## src/rtl/ecc_scrub_ctrl.sv

```systemverilog
// ecc_scrub_ctrl: background SECDED scrubber that walks memory through an external decoder.
// Optional writeback re-read verification is enabled by defining ECC_SCRUB_WB_VERIFY_EN.
module ecc_scrub_ctrl #(
  parameter int unsigned ADDR_W    = 10,
  parameter int unsigned DEPTH     = 1024,
  parameter int unsigned INTERVAL  = 256,
  parameter int unsigned ERR_CNT_W = 16
) (
  input  logic                 clk,
  input  logic                 rst,
  input  logic                 en,
  input  logic                 cnt_clr,
  output logic                 mem_req,
  output logic                 mem_we,
  output logic [ADDR_W-1:0]    mem_addr,
  output logic [38:0]          mem_wdata,
  input  logic                 mem_gnt,
  input  logic                 mem_rvalid,
  input  logic [38:0]          mem_rdata,
  output logic                 dec_en,
  output logic [31:0]          dec_din,
  output logic [6:0]           dec_ecc_in,
  input  logic [31:0]          dec_dout,
  input  logic [6:0]           dec_ecc_out,
  input  logic                 dec_single,
  input  logic                 dec_double,
  output logic [ERR_CNT_W-1:0] sec_cnt,
  output logic [ERR_CNT_W-1:0] ded_cnt,
  output logic                 ded_irq,
  output logic [ADDR_W-1:0]    ded_addr,
  output logic                 wb_fail,
  output logic                 pass_done,
  output logic                 busy
);

  localparam int unsigned DATA_W = 32;
  localparam int unsigned ECC_W  = 7;
  localparam int unsigned CW_W   = DATA_W + ECC_W;
  localparam int unsigned IV_W   = (INTERVAL > 1) ? $clog2(INTERVAL) : 1;

  localparam logic [IV_W-1:0]   IV_RELOAD = IV_W'(INTERVAL - 1);
  localparam logic [ADDR_W-1:0] LAST_ADDR = ADDR_W'(DEPTH - 1);

  typedef enum logic [3:0] {
    S_IDLE,
    S_WAIT,
    S_RD_REQ,
    S_RD_WAIT,
    S_CHECK,
    S_WR_REQ,
    S_NEXT
`ifdef ECC_SCRUB_WB_VERIFY_EN
    ,
    S_VR_REQ,
    S_VR_WAIT,
    S_VR_CHECK
`endif
  } state_t;

  state_t              state_q, state_d;
  logic [IV_W-1:0]     iv_q, iv_d;
  logic [ADDR_W-1:0]   addr_q, addr_d;
  logic [CW_W-1:0]     rdata_q, rdata_d;
  logic [CW_W-1:0]     wdata_d;
  logic [ADDR_W-1:0]   ded_addr_d;
  logic [ERR_CNT_W-1:0] sec_d, ded_d;
  logic                sec_inc, ded_inc;
  logic                ded_irq_d, pass_done_d;
  logic                req_d, we_d, dec_en_d, busy_d;

  // Saturating counter step; a clear wins over a same-cycle increment.
  function automatic logic [ERR_CNT_W-1:0] cnt_step(input logic [ERR_CNT_W-1:0] cur,
                                                    input logic inc, input logic clr);
    if (clr) return '0;
    if (inc && (cur != '1)) return cur + ERR_CNT_W'(1);
    return cur;
  endfunction

  assign mem_addr   = addr_q;
  assign dec_din    = rdata_q[DATA_W-1:0];
  assign dec_ecc_in = rdata_q[CW_W-1:DATA_W];

`ifdef ECC_SCRUB_WB_VERIFY_EN
  logic wb_fail_q, wb_fail_d;
  assign wb_fail = wb_fail_q;
`else
  assign wb_fail = 1'b0;
`endif

  // Next-state and next-output logic.
  always_comb begin
    state_d     = state_q;
    iv_d        = iv_q;
    addr_d      = addr_q;
    rdata_d     = rdata_q;
    wdata_d     = mem_wdata;
    ded_addr_d  = ded_addr;
    sec_inc     = 1'b0;
    ded_inc     = 1'b0;
    ded_irq_d   = 1'b0;
    pass_done_d = 1'b0;
`ifdef ECC_SCRUB_WB_VERIFY_EN
    wb_fail_d   = 1'b0;
`endif

    unique case (state_q)
      S_IDLE: begin
        if (en) begin
          iv_d    = IV_RELOAD;
          state_d = S_WAIT;
        end
      end
      S_WAIT: begin
        if (!en)               state_d = S_IDLE;
        else if (iv_q == '0)   state_d = S_RD_REQ;
        else                   iv_d    = iv_q - IV_W'(1);
      end
      S_RD_REQ: begin
        if (mem_gnt) state_d = S_RD_WAIT;
      end
      S_RD_WAIT: begin
        if (mem_rvalid) begin
          rdata_d = mem_rdata;
          state_d = S_CHECK;
        end
      end
      S_CHECK: begin
        if (dec_double) begin
          ded_inc    = 1'b1;
          ded_irq_d  = 1'b1;
          ded_addr_d = addr_q;
          state_d    = S_NEXT;
        end else if (dec_single) begin
          sec_inc = 1'b1;
          wdata_d = {dec_ecc_out, dec_dout};
          state_d = S_WR_REQ;
        end else begin
          state_d = S_NEXT;
        end
      end
      S_WR_REQ: begin
`ifdef ECC_SCRUB_WB_VERIFY_EN
        if (mem_gnt) state_d = S_VR_REQ;
`else
        if (mem_gnt) state_d = S_NEXT;
`endif
      end
`ifdef ECC_SCRUB_WB_VERIFY_EN
      S_VR_REQ: begin
        if (mem_gnt) state_d = S_VR_WAIT;
      end
      S_VR_WAIT: begin
        if (mem_rvalid) begin
          rdata_d = mem_rdata;
          state_d = S_VR_CHECK;
        end
      end
      S_VR_CHECK: begin
        // A corrected word that still decodes dirty is treated as uncorrectable.
        if (dec_single || dec_double) begin
          wb_fail_d = 1'b1;
          ded_inc   = 1'b1;
        end
        state_d = S_NEXT;
      end
`endif
      S_NEXT: begin
        if (addr_q == LAST_ADDR) begin
          addr_d      = '0;
          pass_done_d = 1'b1;
        end else begin
          addr_d = addr_q + ADDR_W'(1);
        end
        if (en) begin
          iv_d    = IV_RELOAD;
          state_d = S_WAIT;
        end else begin
          state_d = S_IDLE;
        end
      end
      default: state_d = S_IDLE;
    endcase

    sec_d = cnt_step(sec_cnt, sec_inc, cnt_clr);
    ded_d = cnt_step(ded_cnt, ded_inc, cnt_clr);

    // Bus and decoder controls are registered copies of the upcoming state.
    req_d    = (state_d == S_RD_REQ) || (state_d == S_WR_REQ);
    we_d     = (state_d == S_WR_REQ);
    dec_en_d = (state_d == S_CHECK);
`ifdef ECC_SCRUB_WB_VERIFY_EN
    req_d    = req_d || (state_d == S_VR_REQ);
    dec_en_d = dec_en_d || (state_d == S_VR_CHECK);
`endif
    busy_d   = (state_d != S_IDLE);
  end

  // State and output registers.
  always_ff @(posedge clk or posedge rst) begin
    if (rst) begin
      state_q   <= S_IDLE;
      iv_q      <= '0;
      addr_q    <= '0;
      rdata_q   <= '0;
      mem_wdata <= '0;
      ded_addr  <= '0;
      sec_cnt   <= '0;
      ded_cnt   <= '0;
      ded_irq   <= 1'b0;
      pass_done <= 1'b0;
      mem_req   <= 1'b0;
      mem_we    <= 1'b0;
      dec_en    <= 1'b0;
      busy      <= 1'b0;
    end else begin
      state_q   <= state_d;
      iv_q      <= iv_d;
      addr_q    <= addr_d;
      rdata_q   <= rdata_d;
      mem_wdata <= wdata_d;
      ded_addr  <= ded_addr_d;
      sec_cnt   <= sec_d;
      ded_cnt   <= ded_d;
      ded_irq   <= ded_irq_d;
      pass_done <= pass_done_d;
      mem_req   <= req_d;
      mem_we    <= we_d;
      dec_en    <= dec_en_d;
      busy      <= busy_d;
    end
  end

`ifdef ECC_SCRUB_WB_VERIFY_EN
  always_ff @(posedge clk or posedge rst) begin
    if (rst) wb_fail_q <= 1'b0;
    else     wb_fail_q <= wb_fail_d;
  end
`endif

endmodule

```

## config.mk

```make
export PLATFORM = sky130hd
export DESIGN_NAME = ecc_scrub_ctrl
export DESIGN_NICKNAME = d
export VERILOG_FILES = /design/src/rtl/ecc_scrub_ctrl.sv
export SDC_FILE = /design/constraint.sdc
export NUM_CORES = 1
export LEC_CHECK = 0
export ABC_AREA = 1
export BUFFER_PORTS_ARGS = -buffer_cell sky130_fd_sc_hd__buf_2
export CELL_PAD_IN_SITES_DETAIL_PLACEMENT = 0
export CELL_PAD_IN_SITES_GLOBAL_PLACEMENT = 1
export CORE_UTILIZATION = 40
export DETAILED_ROUTE_END_ITERATION = 7
export MAX_ROUTING_LAYER = met4
export PLACE_DENSITY = 0.95
export SYNTH_ARGS = -nofsm -noshare
export SYNTH_HDL_FRONTEND = slang
export SYNTH_SLANG_ARGS = --single-unit
```

## constraint.sdc

```tcl
create_clock -name clk -period 8.6 [get_ports clk]
set_clock_uncertainty 0.05 [all_clocks]
set_input_delay 1.72 -clock clk [delete_from_list [all_inputs] [get_ports clk]]
set_output_delay 1.72 -clock clk [all_outputs]
set_load 0.1 [all_outputs]
```

==> Yosys cells after proc, flatten, opt, wreduce, memory -nomap -nowiden <==
Index checks and enable logic that the tools add are counted.
{ "totals": {"n_memories": 0, "ff_bits": 148, "romBits": 0, "latchBits": 0, "ram_bits": 0, "inputBits": 86} }
{ "classes": {"shifts": 0, "n_mux": 34, "eq_ne": 15, "addsub": 4, "multipliers": 0, "div_mod_pow": 0, "bitwise": 1, "n_lt_le_gt_ge": 0, "reduce_logical": 14} }
{ "ops": {"columns": ["operator", "n"], "rows": [
  ["$mux 16", 7],
  ["$add 16x1->16 const B", 2],
  ["$ne 16x16->1 const B", 2],
  ["$pmux 4 s7", 1],
  ["$mux 4", 6],
  ["$mux 8", 3],
  ["$eq 4x3->1 const B", 5],
  ["$pmux 8 s2", 1],
  ["$mux 1", 13],
  ["$eq 4x2->1 const B", 3],
  ["$add 10x1->10 const B", 1],
  ["$eq 10x10->1 const B", 1],
  ["$mux 10", 1],
  ["$logic_not 8->1", 1],
  ["$sub 8x1->8 const B", 1],
  ["$reduce_bool 2->1", 3],
  ["$eq 4x1->1 const B", 1],
  ["$logic_not 4->1", 1],
  ["$mux 2", 2],
  ["$ne 2x2->1 const B", 2],
  ["$reduce_and 2->1", 2],
  ["$reduce_and 4->1", 1],
  ["$reduce_bool 4->1", 1],
  ["$reduce_and 3->1", 1],
  ["other kinds (5)", 6]
]} }

==> Depth between registers and ports, before layout <==
{ "depth": {"depth_word": 8, "mapped_depth": 11} }

==> Worst setup path before layout <==
No wires, ideal clock.
{ "synth_timing": {"kind": "flip-flop to output port", "start": "reg ded_cnt[2]", "end": "out ded_cnt[2]", "path_buffers": 0, "required_ps": 6830, "slack_ps": 5835, "arrival_time_ps": 995, "path_stages_with_launch": 1, "path_cell_list": "dfrtp_1"} }
{ "synth_rtl": {"columns": ["element", "line_no", "rtl"], "rows": [
  ["from (decl)", "28", "output logic [ERR_CNT_W-1:0] ded_cnt,"],
  ["from (signal assigned)", "208", "ded_cnt <= '0;"],
  ["from (signal assigned)", "223", "ded_cnt <= ded_d;"]
]} }
No word-level cell between the ends.

==> Final worst setup path <==
{ "layout_timing": {"start": "reg sec_cnt[2]", "end": "out sec_cnt[2]"} }
{ "layout_rtl": {"columns": ["element", "line_no", "rtl"], "rows": [
  ["from (decl)", "27", "output logic [ERR_CNT_W-1:0] sec_cnt,"],
  ["from (signal assigned)", "207", "sec_cnt <= '0;"],
  ["from (signal assigned)", "222", "sec_cnt <= sec_d;"]
]} }
No word-level cell between the ends.

==> results.md <==
- Worst Setup Slack, final: 5.42 ns
- Run status: finished clean
- Critical path's top delay family: flip-flops
- Net Sw Frac: between 20% and 30%
- Peak VDD IR: around 0.00013 V
- Buffers on Ports: between 200 and 250
- DRC Markers: 0
- Area Overhead vs Synth: 27.1%
- Max_slew headroom: about a quarter
- CTS Hold Bufs: 0
- WHS: about 0.43 ns
- LEAKAGE: ~5.1 nW
- Startpoint Class: flip-flop
- Num ports: 223
- Register area share after synthesis: approximately 54%
- Number of DRC markers in iteration 0: ~320
- Crit path kind: reg2out
- Per-cell routed wire length: about 14 µm
- Max cap viols: 0
- Clk buf depth: 2
- Seq pwr share: between 40% and 50%
- Register bit count reported by yosys: 148
- Initial antenna violation count: 1
- WP depth: 1
- Vias in the first global route: ~5400
- Comb power frac: slightly above 5%
- Post-cts resize count: 0
- Worst Reg-to-Reg Cells: 6
- RSZ-0062 raised after global routing: false
- Placer Congestion: around 0.85
- Post-Place Worst Slack: around 5.1 ns
- WP data arrival: about 1.4 ns
- Synth warn: 0
- WL final: 16600 µm
- Worst-path cell chain: buf_2
- Antenna-violating nets left: 0
- Cell area after synthesis: slightly below 0.007 mm²
- Drt pass-1 iters: 4
- Slowest stage delay, CP: 0.50 ns
- Die X: roughly 130 µm
- Internal power: 1.17 mW
- Achievable Freq: between 0.3 and 0.4 GHz
- Final Setup Violations: 0
- Vias: between 5000 and 6000
- Final HPWL DP: between 10000 and 15000 µm
- Final period utilization: a little under two fifths
- Worst slew pin tran: approximately 1.1 ns
- Clock power frac: 49.3%
- First-pass GRT wire length: 27000 µm
- CTS tree: yes
- Initial core utilization: 41.4%
- Worst min path class: reg2reg
- Final #Nets: about 1100
- Share of cells above drive strength 1: between 30% and 40%
- Pwr dens: 178 mW/mm²
- Max Slew Vio Count: 0
- Rows: 47
- Fin util: between 50% and 60%
- Sink Count: about 150
- Worst Hold Path Cells: 2
- Buf+Inv Stages, Crit Path: 1
- Clk slew on worst S/H paths: approximately 0.070 ns
- Yosys cell types: 32
- Core Region: approximately 0.017 mm²
- Final Critical Period: between 3 and 4 ns
- Final Hold Fails: 0
- DIE HEIGHT: 133 µm
- Crit-path max FO: 8
- Drt via density: ~4.8
- Nature of the critical path endpoint: output pin
- CTS Buf Count: 17
- Slowest-stage cell, CP: dfrtp_1
- H-tree levels: 4
- Post-CTS setup buffers: 0
- Post-synthesis cell count: just under 800
- Psw: between 300 and 400 µW
- Syn Area/Cell: about 9 µm²
- Largest net degree at the start of global routing: 96
- Root Driver: clkbuf_16
- Total Die Area: between 0.015 and 0.02 mm²
- Total GRT Usage: 19.8%
- Clock latency on the worst-skew pair: about 0.42 ns
- CP required: slightly below 7 ns
- Setup TNS: 0 ns
- Grt total ovfl: 0
-- metrics by stage --
stage | instance area [µm²] | cells | power, mW
after floorplan | 6920 | 772 | 0.777
after global placement | 8180 | 1192 | 0.808
after detailed placement | 8180 | 1192 | 0.809
after CTS | 8780 | 1224 | 1.59
after global routing | 8780 | 1225 | 1.63
final | 8780 | 1225 | 1.57
-- power by group through the flow --
stage,clock network (mW),logic [mW],registers (mW)
floorplan,0,0.0449,0.732
global route,0.820,0.0906,0.716
finish,0.773,0.0796,0.715
global placement,0,0.0799,0.728
CTS,0.795,0.0813,0.715
detailed placement,0,0.0810,0.728
-- Yosys cell counts, drive strengths merged --
library cell / n / area (µm²)
a21oi: 1 / 5.00
a31oi: 1 / 6.26
and2: 2 / 12.5
and3: 1 / 6.26
buf: 16 / 116
clkbuf: 7 / 26.3
conb: 1 / 3.75
dfrtp: 148 / 3700
ha: 4 / 50.1
inv: 58 / 218
mux2: 39 / 439
nand2: 290 / 1120
nand3: 47 / 258
nand3b: 4 / 30.0
nand4: 35 / 219
nor2: 56 / 305
nor3: 11 / 60.1
o21ai: 23 / 115
o21bai: 6 / 45.0
or2: 5 / 31.3
xor2: 16 / 140
-- area by class of cell --
cell class	count	area (µm²)
Antenna cell	1	2.50
Fill cell	1580	7920
Multi-Input combinational cell	543	2850
Tap cell	220	275
Inverter	58	223
Sequential cell	148	3700
Timing Repair Buffer	223	1120
Clock inverter	15	180
Clock buffer	17	425
-- sequential cells by signal (all words and copies together) (netlist names), 4 cells and up --
name and cells:
mem_addr 10, ded_cnt 16, iv_q 8, ded_addr 10, rdata_q 39, state_q 4, sec_cnt 16, mem_wdata 39
-- metal layers --
metal	vias to the layer above	GRT usage, %	wire length (µm)
met5	-	-	0
met4	0	5.56	216
met3	18	5.56	1010
met2	196	29.8	7680
met1	2727	26.1	7730
li1	2921	-	-
-- cell usage in the layout, fill, tap and decap left out, types with 17 or more instances in the layout --
cell type  count
buf_2        221
nand4_1       35
nand3_1       44
mux2_2        39
dfrtp_1      148
nor2_1        44
o21ai_0       23
nand2_1      284
clkbuf_16     17
inv_1         52
-- cell families after synthesis --
family                     synth area share [%]
DFF                                        53.6
and+or+nand+nor                            29.6
muxes                                      6.35
other                                    0.0542
adders and majority gates                 0.724
AOI/OAI and AO/OA                          2.48
buffers and inverters                      5.21
xor gates and xnor gates                   2.03
-- final timing paths --
| kind | startpoint | endpoint | slack, ns |
|---|---|---|---|
| max | sec_cnt[2] | sec_cnt[2] | 5.42 |
| min | rdata_q[15] | rdata_q[15] | 0.43 |
| max reg2reg | state_q[1] | sec_cnt[10] | 6.40 |
| min reg2reg | rdata_q[15] | rdata_q[15] | 0.43 |
| max in group asynchronous | rst | mem_wdata[21] | 5.80 |
| min in group asynchronous | rst | sec_cnt[9] | 1.41 |
-- tightest hold or removal path, delay by kind of cell (launching register included) --
kind / cells / cell delay (ns)
AND/OR/NAND/NOR: 2 / 0.10
flip-flops: 1 / 0.34
(Power assumes the default switching activity.)
